## src/rtl/rx_cmd_parser.sv

```systemverilog
// Command parser between a UART receiver and a register file / ALU / UART transmitter.
// Decodes write, read, ALU and ALU-reuse frames and returns read or ALU results as response bytes.
module rx_cmd_parser #(
    parameter int ADDR_W = 4
) (
    input  logic              clck,
    input  logic              rst,
    input  logic [7:0]        rx_data,
    input  logic              rx_valid,
    output logic [ADDR_W-1:0] rf_addr,
    output logic [7:0]        rf_wr_data,
    output logic              rf_wr_en,
    output logic              rf_rd_en,
    input  logic [7:0]        rf_rd_data,
    input  logic              rf_rd_valid,
    output logic [7:0]        alu_a,
    output logic [7:0]        alu_b,
    output logic [3:0]        alu_fun,
    output logic              alu_en,
    input  logic [15:0]       alu_out,
    input  logic              alu_valid,
    output logic [7:0]        tx_data,
    output logic              tx_valid,
    input  logic              tx_ready,
    output logic              busy,
    output logic              cmd_err,
    output logic              overrun
);

    localparam logic [7:0] CMD_WR     = 8'hAA;
    localparam logic [7:0] CMD_RD     = 8'hBB;
    localparam logic [7:0] CMD_ALU    = 8'hCC;
    localparam logic [7:0] CMD_ALU_RE = 8'hDD;

    typedef enum logic [3:0] {
        IDLE,
        WR_ADDR,
        WR_DATA,
        RD_ADDR,
        RD_WAIT,
        ALU_A,
        ALU_B,
        ALU_FUN,
        ALU_WAIT,
        TX_BYTE,
        TX_LO,
        TX_HI
    } state_t;

    state_t            state_q,      state_d;
    logic [ADDR_W-1:0] rf_addr_q,    rf_addr_d;
    logic [7:0]        rf_wr_data_q, rf_wr_data_d;
    logic              rf_wr_en_q,   rf_wr_en_d;
    logic              rf_rd_en_q,   rf_rd_en_d;
    logic [7:0]        alu_a_q,      alu_a_d;
    logic [7:0]        alu_b_q,      alu_b_d;
    logic [3:0]        alu_fun_q,    alu_fun_d;
    logic              alu_en_q,     alu_en_d;
    logic [7:0]        tx_data_q,    tx_data_d;
    logic [7:0]        res_hi_q,     res_hi_d;
    logic              cmd_err_q,    cmd_err_d;
    logic              overrun_q,    overrun_d;

    logic              in_tx;
    logic              drops_rx;

    // Response states present a byte; wait and response states cannot accept a new byte.
    assign in_tx    = (state_q == TX_BYTE) || (state_q == TX_LO) || (state_q == TX_HI);
    assign drops_rx = in_tx || (state_q == RD_WAIT) || (state_q == ALU_WAIT);

    always_comb begin
        state_d      = state_q;
        rf_addr_d    = rf_addr_q;
        rf_wr_data_d = rf_wr_data_q;
        rf_wr_en_d   = 1'b0;
        rf_rd_en_d   = 1'b0;
        alu_a_d      = alu_a_q;
        alu_b_d      = alu_b_q;
        alu_fun_d    = alu_fun_q;
        alu_en_d     = 1'b0;
        tx_data_d    = tx_data_q;
        res_hi_d     = res_hi_q;
        cmd_err_d    = 1'b0;
        overrun_d    = rx_valid && drops_rx;

        case (state_q)
            IDLE: begin
                if (rx_valid) begin
                    case (rx_data)
                        CMD_WR:     state_d = WR_ADDR;
                        CMD_RD:     state_d = RD_ADDR;
                        CMD_ALU:    state_d = ALU_A;
                        CMD_ALU_RE: state_d = ALU_FUN;
                        default:    cmd_err_d = 1'b1;
                    endcase
                end
            end
            WR_ADDR: begin
                if (rx_valid) begin
                    rf_addr_d = rx_data[ADDR_W-1:0];
                    state_d   = WR_DATA;
                end
            end
            WR_DATA: begin
                if (rx_valid) begin
                    rf_wr_data_d = rx_data;
                    rf_wr_en_d   = 1'b1;
                    state_d      = IDLE;
                end
            end
            RD_ADDR: begin
                if (rx_valid) begin
                    rf_addr_d  = rx_data[ADDR_W-1:0];
                    rf_rd_en_d = 1'b1;
                    state_d    = RD_WAIT;
                end
            end
            RD_WAIT: begin
                if (rf_rd_valid) begin
                    tx_data_d = rf_rd_data;
                    state_d   = TX_BYTE;
                end
            end
            ALU_A: begin
                if (rx_valid) begin
                    alu_a_d = rx_data;
                    state_d = ALU_B;
                end
            end
            ALU_B: begin
                if (rx_valid) begin
                    alu_b_d = rx_data;
                    state_d = ALU_FUN;
                end
            end
            ALU_FUN: begin
                if (rx_valid) begin
                    alu_fun_d = rx_data[3:0];
                    alu_en_d  = 1'b1;
                    state_d   = ALU_WAIT;
                end
            end
            ALU_WAIT: begin
                // The high byte is parked until the low byte has been accepted.
                if (alu_valid) begin
                    tx_data_d = alu_out[7:0];
                    res_hi_d  = alu_out[15:8];
                    state_d   = TX_LO;
                end
            end
            TX_BYTE: begin
                if (tx_ready) begin
                    state_d = IDLE;
                end
            end
            TX_LO: begin
                if (tx_ready) begin
                    tx_data_d = res_hi_q;
                    state_d   = TX_HI;
                end
            end
            TX_HI: begin
                if (tx_ready) begin
                    state_d = IDLE;
                end
            end
            default: state_d = IDLE;
        endcase
    end

    always_ff @(posedge clck) begin
        if (rst) begin
            state_q      <= IDLE;
            rf_addr_q    <= '0;
            rf_wr_data_q <= '0;
            rf_wr_en_q   <= 1'b0;
            rf_rd_en_q   <= 1'b0;
            alu_a_q      <= '0;
            alu_b_q      <= '0;
            alu_fun_q    <= '0;
            alu_en_q     <= 1'b0;
            tx_data_q    <= '0;
            res_hi_q     <= '0;
            cmd_err_q    <= 1'b0;
            overrun_q    <= 1'b0;
        end else begin
            state_q      <= state_d;
            rf_addr_q    <= rf_addr_d;
            rf_wr_data_q <= rf_wr_data_d;
            rf_wr_en_q   <= rf_wr_en_d;
            rf_rd_en_q   <= rf_rd_en_d;
            alu_a_q      <= alu_a_d;
            alu_b_q      <= alu_b_d;
            alu_fun_q    <= alu_fun_d;
            alu_en_q     <= alu_en_d;
            tx_data_q    <= tx_data_d;
            res_hi_q     <= res_hi_d;
            cmd_err_q    <= cmd_err_d;
            overrun_q    <= overrun_d;
        end
    end

    assign rf_addr    = rf_addr_q;
    assign rf_wr_data = rf_wr_data_q;
    assign rf_wr_en   = rf_wr_en_q;
    assign rf_rd_en   = rf_rd_en_q;
    assign alu_a      = alu_a_q;
    assign alu_b      = alu_b_q;
    assign alu_fun    = alu_fun_q;
    assign alu_en     = alu_en_q;
    assign tx_data    = tx_data_q;
    assign tx_valid   = in_tx;
    assign busy       = (state_q != IDLE);
    assign cmd_err    = cmd_err_q;
    assign overrun    = overrun_q;

endmodule

```

## config.mk

```make
export PLATFORM = sky130hd
export DESIGN_NAME = rx_cmd_parser
export DESIGN_NICKNAME = d
export VERILOG_FILES = /design/src/rtl/rx_cmd_parser.sv
export SDC_FILE = /design/constraint.sdc
export NUM_CORES = 1
export LEC_CHECK = 0
export CAP_MARGIN = 20
export CORE_ASPECT_RATIO = 0.5
export CORE_UTILIZATION = 41
export CTS_BUF_LIST = sky130_fd_sc_hd__clkbuf_4 sky130_fd_sc_hd__clkbuf_8 sky130_fd_sc_hd__clkbuf_16
export DETAILED_ROUTE_END_ITERATION = 6
export MAX_ROUTING_LAYER = met4
export PLACE_DENSITY = 0.76
export SKIP_CTS_REPAIR_TIMING = 1
export SYNTH_ARGS = -nofsm -noshare
export SYNTH_HDL_FRONTEND = slang
export SYNTH_SLANG_ARGS = --single-unit
```

## constraint.sdc

```tcl
create_clock -name clck -period 1.85 [get_ports clck]
set_input_delay 0.37 -clock clck [delete_from_list [all_inputs] [get_ports clck]]
set_output_delay 0.37 -clock clck [all_outputs]
set_load 0.005 [all_outputs]
```

==> impl_metrics.env <==
export IMPL_first_pass_iters=4
export IMPL_wl_um=6910
export IMPL_p_per_area_mw_per_mm2=817
export IMPL_vdd_drop_max_mv=0.517
export IMPL_timing_fmax_ghz=0.563
export IMPL_drt_iter0_markers=53
export IMPL_end_kind="flop"
export IMPL_seq_area_frac_synth_pct=45.3
export IMPL_finalCriticalPeriod_ns=1.78
export IMPL_met2_usage_pct=39.2
export IMPL_synth_cells=258
export IMPL_vias=2258
export IMPL_fin_skew_ns=0.00648
export IMPL_dp_hpwl_um=4710
export IMPL_worstHoldEndpoint="alu_a[2]$_SDFFE_PP0P_"
export IMPL_reg2reg_depth=7
export IMPL_cts_tree="yes"
export IMPL_fp_row_count=19
export IMPL_placed_area_mm2=0.00357
export IMPL_setup_viol=0
export IMPL_cts_clk_slew_worst_paths_ns=0.05
export IMPL_met3_usage_pct=7.65
export IMPL_yosys_register_bits=57
export IMPL_drive_gt1_share_pct=18.4
export IMPL_hp_class="in2reg"
export IMPL_wire_per_inst_um=15.6
export IMPL_cts_root_buf="clkbuf_16"
export IMPL_holdWs_ns=0.361
export IMPL_place_congestion=0.825
export IMPL_start_kind="input port"
export IMPL_worstPathRequired_ns=2.04
export IMPL_post_synth_cell_area_avg_um2=9.76
export IMPL_multi_input_area_mm2=0.00130
export IMPL_reg2reg_from="state_q[0]$_SDFFE_PP0P_"
export IMPL_hp_start="rx_data[2]"
export IMPL_setup_worst_path_start="rx_data[1]"
export IMPL_io_buffers=84
export IMPL_core_area_mm2=0.00571
export IMPL_grt_overflow=0
export IMPL_period_share_pct=96.0
export IMPL_synthToLayoutAreaGrowth_pct=56.7
export IMPL_grt_max_degree=33
export IMPL_die_x_um=113
export IMPL_timing_rr_end="state_q[2]$_SDFFE_PP0P_"
export IMPL_worst_pin_slew_ns=0.499
export IMPL_die_area_mm2=0.00648
export IMPL_cts_sinks=57
export IMPL_grt_pass1_wl_um=11000
export IMPL_start_util_pct=44.1
export IMPL_nets=403
export IMPL_met1_usage_pct=26.0
export IMPL_numCtsBuffers=9
export IMPL_ys_types=38
export IMPL_drc=0
export IMPL_finalHoldViolCount=0
export IMPL_status="finished, final reports clean"
export IMPL_syn_area_mm2=0.00252
export IMPL_yosys_warnings=0
export IMPL_synth_nets=296
export IMPL_top_usage_layer="met2"
export IMPL_leakagePower_nw=1.60
export IMPL_design_area_mm2=0.00394
export IMPL_fillers=443
export IMPL_ios=85
export IMPL_regArea_mm2=0.00115
export IMPL_worstPathArrival_ns=1.97
export IMPL_insertedDiodeCount=0
export IMPL_crit_type="in2reg"
export IMPL_drv_slew=0
export IMPL_drtAntennaViolNets=0
export IMPL_crit_fanout=3
export IMPL_r2r_slack_ns=0.10
export IMPL_insertion_delay_ns=0.33
export IMPL_die_h_um=57.4
export IMPL_track_usage_pct=23.2
export IMPL_antenna_found_initial=0
export IMPL_hold_path_depth=3
export IMPL_grt_pass1_vias=2249
export IMPL_maxCapViolCount=0
export IMPL_clk_path_buf_depth=2
export IMPL_vias_per_cell=5.10
export IMPL_cts_max_level=3
export IMPL_relSlewSlack_pct=66.7
==> placed cells by master (no fill, tap or decap), types with 2 or more instances in the layout <==
cell	n
dlymetal6s2s_1	8
nand3_1	2
nor2_1	66
clkdlybuf4s50_1	73
nor2b_1	3
a211oi_1	2
clkinvlp_4	3
buf_12	4
nor2_2	3
nand2_1	6
a211oi_2	2
inv_1	2
o21a_1	2
nor3b_1	2
nand2b_1	2
buf_4	25
clkbuf_16	9
a21oi_1	11
nor3_1	3
dfxtp_1	53
mux2i_1	58
clkbuf_2	2
dfxtp_2	3
==> cell families after synthesis <==
family | count (synthesis) | synth area share, %
simple gates | 100 | 19.2
buf+inv | 19 | 4.92
flops | 57 | 45.3
mux | 58 | 23.1
compound gates | 22 | 6.81
xor+xnor | 2 | 0.696
==> final cells by class <==
type	count	share of cell area, %
clock buffer	11	6.25
clock inverter	5	1.02
inverter	2	0.190
multi-input combinational	182	32.9
sequential	57	29.1
tap	73	2.32
timing repair buffer	113	28.2
==> per-layer routing <==
metal  up-vias  wire [um]
met3        13        332
met1      1083       3060
li1       1103          -
met2        59       3440
met5         -          0
met4         0         83
==> cell usage after synthesis, drive strengths merged <==
master	number	share of area [%]
nor3	4	1.2
inv	2	0.30
xnor2	2	0.70
a21oi	11	2.2
nand2	6	0.89
nor2b	3	0.75
and3b	1	0.35
clkbuf	12	2.6
a2111oi	1	1.1
clkdlybuf4s15	1	0.45
nand4	1	0.25
o21a	2	0.60
a31oi	1	0.25
buf	4	1.5
nand2b	2	0.50
nor4	2	0.50
a211oi	4	1.4
and3	2	0.55
a41oi	1	0.35
o2111ai	1	0.60
and4bb	2	1.1
dfxtp	57	45
a2bb2oi	1	0.35
nor3b	3	1.1
or2b	2	0.70
mux2i	58	23
nand3	2	0.40
nand4b	1	0.35
nor2	69	10
==> sequential cells by signal, indices dropped and copies added, names as in the netlist <==
register and count:
overrun 1, res_hi_q 8, rf_wr_en 1, rf_addr 4, cmd_err 1, tx_data 8
alu_fun 4, rf_rd_en 1, alu_en 1, alu_a 8, state_q 4, alu_b 8
rf_wr_data 8
==> worst max-delay path, cell delays in order <==
cell,delay [ns]
dlymetal6s2s_1,0.15
and4bb_4,0.37
o2111ai_4,0.15
a2111oi_4,0.46
buf_4,0.19
mux2i_1,0.22
a211oi_2,0.06
==> metrics by stage <==
stage               std cells  total power [mW]  util (%)  setup WS, ns  TNS [ns]
floorplan                 258              1.47         -        0.0536         0
global placement          424              1.66      62.6        -0.475     -1.96
detailed placement        424              1.67      62.6        -0.556     -2.53
CTS                       440              3.23      67.7        -0.271     -1.07
global route              443              3.35      69.1      -0.00784  -0.00784
finish                    443              3.22      69.1        0.0736         0
==> power by group <==
part	switching (mW)	internal [mW]	leakage, nW	total, mW
combinational	0.180	0.220	1.01	0.400
sequential	0.0190	1.25	0.462	1.27
clock	0.594	0.962	0.132	1.56
total	0.793	2.43	1.60	3.22
==> worst max-delay path by stage <==
stage	cells past startpoint	end
final	7	state_q[2]$_SDFFE_PP0P_
after global routing	7	state_q[0]$_SDFFE_PP0P_
after CTS	3	tx_valid
after detailed placement	7	state_q[0]$_SDFFE_PP0P_
after global placement	7	state_q[0]$_SDFFE_PP0P_
after floorplan	6	state_q[3]$_SDFFE_PP0P_
No activity file was read; power rests on OpenSTA's default activity.
